--- src/rtl/branch_resolve_unit.sv ---
// EX-stage branch resolution: flag register with same-cycle bypass, condition
// evaluation, target computation, registered redirect, flush sequencing and stats.
module branch_resolve_unit #(
  parameter int PC_W         = 16,
  parameter int OFF_W        = 9,
  parameter int FLUSH_CYCLES = 2,
  parameter int CNT_W        = 16
) (
  input  logic             clk,
  input  logic             rst_n,
  input  logic             stall,
  input  logic             flags_we,
  input  logic [2:0]       flags_in,
  input  logic             br_valid,
  input  logic [2:0]       br_cond,
  input  logic [PC_W-1:0]  br_pc_plus1,
  input  logic [OFF_W-1:0] br_offset,
  output logic [2:0]       flags_out,
  output logic             redirect,
  output logic [PC_W-1:0]  target_pc,
  output logic             flush,
  output logic             busy,
  output logic [CNT_W-1:0] br_count,
  output logic [CNT_W-1:0] taken_count
);

  typedef enum logic {
    S_IDLE,
    S_FLUSH
  } state_t;

  localparam logic [2:0] FLUSH_LOAD = 3'(FLUSH_CYCLES);

  state_t             state_q, state_d;
  logic [2:0]         fcnt_q, fcnt_d;
  logic [2:0]         flags_q, flags_d;
  logic               redirect_q, redirect_d;
  logic [PC_W-1:0]    target_q, target_d;
  logic [CNT_W-1:0]   br_cnt_q, br_cnt_d;
  logic [CNT_W-1:0]   tk_cnt_q, tk_cnt_d;

  logic [2:0]         eff_flags;
  logic               flag_v, flag_z, flag_n;
  logic               cond_true;
  logic [PC_W-1:0]    offset_sext;
  logic [PC_W-1:0]    target_calc;

  // The flag producer writes in the same cycle the branch evaluates, so bypass it.
  assign eff_flags = flags_we ? flags_in : flags_q;
  assign flag_v    = eff_flags[2];
  assign flag_z    = eff_flags[1];
  assign flag_n    = eff_flags[0];

  always_comb begin
    cond_true = 1'b0;
    case (br_cond)
      3'b000:  cond_true = !flag_z;
      3'b001:  cond_true = flag_z;
      3'b010:  cond_true = !flag_z && !flag_n;
      3'b011:  cond_true = flag_n;
      3'b100:  cond_true = flag_z || !flag_n;
      3'b101:  cond_true = flag_z || flag_n;
      3'b110:  cond_true = flag_v;
      default: cond_true = 1'b1;
    endcase
  end

  assign offset_sext = {{(PC_W-OFF_W){br_offset[OFF_W-1]}}, br_offset};
  assign target_calc = br_pc_plus1 + offset_sext;

  always_comb begin
    state_d    = state_q;
    fcnt_d     = fcnt_q;
    flags_d    = flags_q;
    redirect_d = redirect_q;
    target_d   = target_q;
    br_cnt_d   = br_cnt_q;
    tk_cnt_d   = tk_cnt_q;

    if (!stall) begin
      if (flags_we) begin
        flags_d = flags_in;
      end
      case (state_q)
        S_IDLE: begin
          if (br_valid) begin
            br_cnt_d = (br_cnt_q == '1) ? br_cnt_q : br_cnt_q + CNT_W'(1);
            if (cond_true) begin
              tk_cnt_d   = (tk_cnt_q == '1) ? tk_cnt_q : tk_cnt_q + CNT_W'(1);
              redirect_d = 1'b1;
              target_d   = target_calc;
              fcnt_d     = FLUSH_LOAD;
              state_d    = S_FLUSH;
            end
          end
        end
        S_FLUSH: begin
          // Branches seen here are wrong-path and are dropped.
          redirect_d = 1'b0;
          fcnt_d     = fcnt_q - 3'd1;
          if (fcnt_q <= 3'd1) begin
            fcnt_d  = 3'd0;
            state_d = S_IDLE;
          end
        end
        default: begin
          state_d = S_IDLE;
          fcnt_d  = 3'd0;
        end
      endcase
    end
  end

  always_ff @(posedge clk or negedge rst_n) begin
    if (!rst_n) begin
      state_q    <= S_IDLE;
      fcnt_q     <= 3'd0;
      flags_q    <= 3'b000;
      redirect_q <= 1'b0;
      target_q   <= '0;
      br_cnt_q   <= '0;
      tk_cnt_q   <= '0;
    end else begin
      state_q    <= state_d;
      fcnt_q     <= fcnt_d;
      flags_q    <= flags_d;
      redirect_q <= redirect_d;
      target_q   <= target_d;
      br_cnt_q   <= br_cnt_d;
      tk_cnt_q   <= tk_cnt_d;
    end
  end

  assign flags_out   = flags_q;
  assign redirect    = redirect_q;
  assign target_pc   = target_q;
  assign flush       = (state_q == S_FLUSH);
  assign busy        = (state_q == S_FLUSH);
  assign br_count    = br_cnt_q;
  assign taken_count = tk_cnt_q;

endmodule

--- config.mk ---
export PLATFORM = sky130hd
export DESIGN_NAME = branch_resolve_unit
export DESIGN_NICKNAME = d
export VERILOG_FILES = /design/src/rtl/branch_resolve_unit.sv
export SDC_FILE = /design/constraint.sdc
export NUM_CORES = 1
export LEC_CHECK = 0
export ABC_AREA = 1
export CAP_MARGIN = 30
export CORE_MARGIN = 10
export CORE_UTILIZATION = 46
export DETAILED_ROUTE_END_ITERATION = 6
export PLACE_DENSITY = 0.77
export REMOVE_ABC_BUFFERS = 1
export SYNTH_ARGS = -nofsm -noshare
export SYNTH_HDL_FRONTEND = slang
export SYNTH_SLANG_ARGS = --single-unit
--- constraint.sdc ---
create_clock -name clk -period 1.5 [get_ports clk]
set_input_delay 0.15 -clock clk [delete_from_list [all_inputs] [get_ports clk]]
set_output_delay 0.15 -clock clk [all_outputs]
set_load 0.01 [all_outputs]
==> PnR_summary.wiki, run 1 <==
{| class="wikitable"
! Metric !! Value
|-
| R2r startpoint || taken_count[0]
|-
| Final core utilization || 75.2%
|-
| PortBufs || 89
|-
| Beginning of the worst hold path || flags_we
|-
| GRT Total Usage || 17.2%
|-
| Final weighted congestion in routability-driven placement || 0.961
|-
| Clock buffer count from CTS || 5
|-
| Gate Count Post-Synth || 558
|-
| Cell-internal power || 4.32 mW
|-
| Area of the mapped netlist || 3930 sq um
|-
| Outcome || finished with violations
|-
| Count of TritonRoute iterations in the first routing pass || 5
|-
| Time the final worst path needs with I/O delays and setup || 1.57 ns
|-
| Kind of end point of the critical path || flop
|-
| Share of total power in sequential cells || 33.3%
|-
| CP Data Required Time || 1.71 ns
|-
| Terminus of the critical flop-to-flop path || taken_count[3]
|-
| Filler Cell Count || 574
|-
| Starting utilization of the core area || 47.5%
|-
| Final ANT Viol Nets || 0
|-
| Power Dens Cells || 1090 nW/um^2
|-
| DR DRC count || 0
|-
| Sequential cell area || 1410 sq um
|-
| Synthesis-stage register bit count || 56
|-
| Leading post-synthesis cells by cell area || dfrtp_1 (36%), nand2_1 (21%), nand3_1 (7.4%), ha_1 (6.1%), inv_1 (5.7%)
|-
| Max cap viols || 0
|-
| Hold Crit Endpoint || flags_out[2]
|-
| Largest fanout on the critical path || 8
|-
| Startpoint type of the worst setup path || flop
|-
| Area grow syn2layout || 58.1%
|-
| I/O pin cnt || 90
|-
| Maximum number of buffers from clock root to sink || 2
|-
| Aggregate global routing overflow || 0
|-
| Worst Path Arrival || 1.78 ns
|-
| Worst setup margin || -0.0665 ns
|-
| HPWL after DPL || 8.43 mm
|-
| Dominant register cell in the synthesized netlist || dfrtp_1
|-
| Max-slew violations || 0
|-
| Total vias in the final route || 4272
|-
| Placement Rows || 33
|-
| Class of the most critical hold timing path || input port to flop
|-
| Yosys synthesis warning count || 0
|-
| Largest net degree at the start of global routing || 57
|-
| Share of flip-flops with an asynchronous set or reset after synthesis || 100%
|-
| Footprint of the multi-input gates || 2630 sq um
|-
| Antenna diode count || 0
|-
| Synth top area share || 35.7%
|-
| Cells on Worst Hold Path || 3
|-
| Hold Vio Cnt, Final || 0
|-
| Number of antenna violations at the first check in global routing || 0
|-
| Height of the die || 112 um
|-
| Number of enable flip-flop cells after synthesis || 0
|-
| Max-slew headroom at the worst pin || 79.6%
|-
| Power dissipated by switching net loads || 2.44 mW
|-
| Global-route wire length before repair || 19.0 mm
|-
| Via count of the first global-routing pass || 4152
|-
| Final setup violation count || 9
|-
| Period Utilization, post-route || 104%
|-
| Fraction of final layout cells sized beyond drive strength 1 || 26.0%
|-
| DRT Wirelength || 12.2 mm
|-
| Clock Skew || 0.0105 ns
|-
| Core Region || 8260 sq um
|-
| Worst-path clk slew || 0.11 ns
|-
| TritonCTS clock tree || built
|-
| Number of nets in the finished design || 787
|-
| FF-to-FF setup slack || -0.07 ns
|-
| Chip Width || 112 um
|-
| Highest ir drop seen on vdd || 0.000567 V
|-
| Fraction of power consumed by the clock network || 19.9%
|-
| Net switching share of the total power || 36.1%
|-
| Count of clock tree sinks || 56
|-
| Register area share after synthesis || 35.7%
|-
| Synth area leader || dfrtp_1
|-
| Insertion delay to the later sink of the worst-skew pair || 0.31 ns
|-
| Peak clock frequency supported by timing || 638 MHz
|-
| Distinct cell type count after synthesis || 30
|-
| Clock root cell || clkbuf_8
|-
| Via-per-instance ratio || 5.10
|-
| Unrepaired setup endpoints after global routing || true
|-
| Die area || 12600 sq um
|-
| Worst Hold Margin || 0.222 ns
|-
| Setup Crit Path Kind || flop to flop
|-
| Violations in the final reports || negative setup slack
|-
| Leakage component of the power || 3.40 nW
|-
| Iteration-0 DRC count of the detailed router || 191
|-
| Combinational group share of total power || 46.8%
|-
| H-tree lvl count || 2
|-
| Slew @ Worst Pin || 0.304 ns
|-
| Mean post-synth cell area || 7.03 sq um
|-
| DR WL/cell || 14.5 um
|-
| Number of cells on the worst reg-to-reg path || 10
|}
[registers in the layout, indices dropped and copies added, names as in the netlist]
register and count:
br_count 16, busy 1, fcnt_q 3, flags_out 3
redirect 1, taken_count 16, target_pc 16
[power by group through the flow]
stage	Sequential, mW	Clock (mW)	Combinational [mW]
final	2.25	1.35	3.17
after global routing	2.30	1.42	3.45
after CTS	2.24	1.36	2.93
after detailed placement	2.26	0	2.82
after global placement	2.24	0	2.74
after floorplan	2.42	0	1.08
[cells in the final DEF, fill, tap and decap left out, types with 2 or more instances in the layout]
master           Yosys  routed
nand3_1             58      44
a21oi_2              0       4
clkbuf_8             0       5
nand2_1            215     197
nand3b_1             2       2
nor3_4               2       2
nor2_2               1      11
buf_4                5      72
xor2_1              24      24
dfrtp_1             56      52
nand3_4              0       2
inv_1               60      58
ha_4                 0      12
bufinv_16            0       3
dfrtp_2              0       4
dlygate4sd2_1        0      15
a21oi_1              8       3
and2_1               4       4
nand2_2              2      20
nor2_1              37      25
nand2_4              3       4
nor2_4               1       3
o21ai_0              7       7
nor3_1              12       8
inv_4                0       2
clkdlybuf4s50_1      0      46
inv_2                6       6
nor3_2               2       6
nand4_1              4       4
xnor2_1             11      10
buf_2                0       2
ha_2                 0       3
ha_1                19       4
o21ai_1              9       9
dlymetal6s2s_1       0      26
buf_6                3       6
buf_12               0       2
nand3_2              0      12
[through the flow]
stage | instance area (sq um) | setup slack [ns] | setup TNS [ns] | instances | power, mW
floorplan | 3850 | -0.266 | -4.19 | 550 | 3.49
global placement | 5380 | -0.470 | -9.39 | 808 | 4.98
detailed placement | 5380 | -0.534 | -10.62 | 808 | 5.08
CTS | 5760 | -0.0208 | -0.102 | 824 | 6.53
global route | 6210 | -0.130 | -2.32 | 837 | 7.18
finish | 6210 | -0.0665 | -0.380 | 837 | 6.76
[cell usage after synthesis (3+ instances only)]
master and instances:
nand3_1 58, xnor2_1 11, nand4_1 4, nor2_1 37, o21ai_1 9, inv_2 6
ha_1 19, inv_1 60, nor3_1 12, dfrtp_1 56, nand2_4 3, buf_6 3
o21ai_0 7, a21oi_1 8, and2_1 4, xor2_1 24, buf_4 5, nand2_1 215
[routing by layer]
metal	global-route usage (%)	vias up	part of all wire [%]
met2	30.9	158	53
met1	20.3	1996	40
met5	0	-	0
met4	4.74	0	1.9
li1	-	2094	-
met3	3.30	24	5.5
[worst max path at each step]
stage	slack, ns	end	from	cells after the start
2_1_floorplan	-0.27	taken_count[14]	taken_count[0]	9
3_3_place_gp	-0.47	target_pc[14]	br_offset[8]	10
3_5_place_dp	-0.53	target_pc[12]	br_pc_plus1[0]	11
4_1_cts	-0.02	taken_count[3]	taken_count[1]	10
5_1_grt	-0.13	taken_count[3]	taken_count[1]	10
6_report	-0.07	taken_count[3]	taken_count[0]	10
[kinds of logic after synthesis]
family	share of synthesized area, %
buffers and inverters	8.13
AO/OA/AOI/OAI	3.98
adder cells (fa/ha/maj)	6.57
flip-flops	35.7
XOR/XNOR	7.81
AND/OR/NAND/NOR	37.8
[worst max-delay path, stage by stage (launching register included)]
cell,delay (ns)
dfrtp_1,0.38
ha_2,0.21
inv_2,0.05
nor3_4,0.15
nand2_2,0.11
nor2_4,0.12
nor3_4,0.05
buf_6,0.13
buf_8,0.14
nand3_2,0.06
nand2_1,0.06
[final cells by class]
class,instances,area share (%)
well taps,105,2.12
repair buffers,172,26.2
clock buffers,5,1.11
multi-input cells,430,42.4
flip-flops and latches,56,22.7
inverters,66,4.07
clock inverters,3,1.45
[what timing repair did]
item / 4_1_cts / 5_1_grt
resized for setup: 59 / 86
endpoints found under the hold margin: 56 / 0
pin swaps: 17 / 26
hold buffers: 1 / 0
setup endpoints to repair: 48 / 70
setup buffers: 7 / 12
cloned: 1 / 2
No activity file was read; power rests on OpenSTA's default activity.
==> run 2: changes to the inputs <==
GPL_ROUTABILITY_DRIVEN = 0   (was unset)
==> results of run 2 <==
No change in the layout: final DEF, timing and power equal those of run 1.
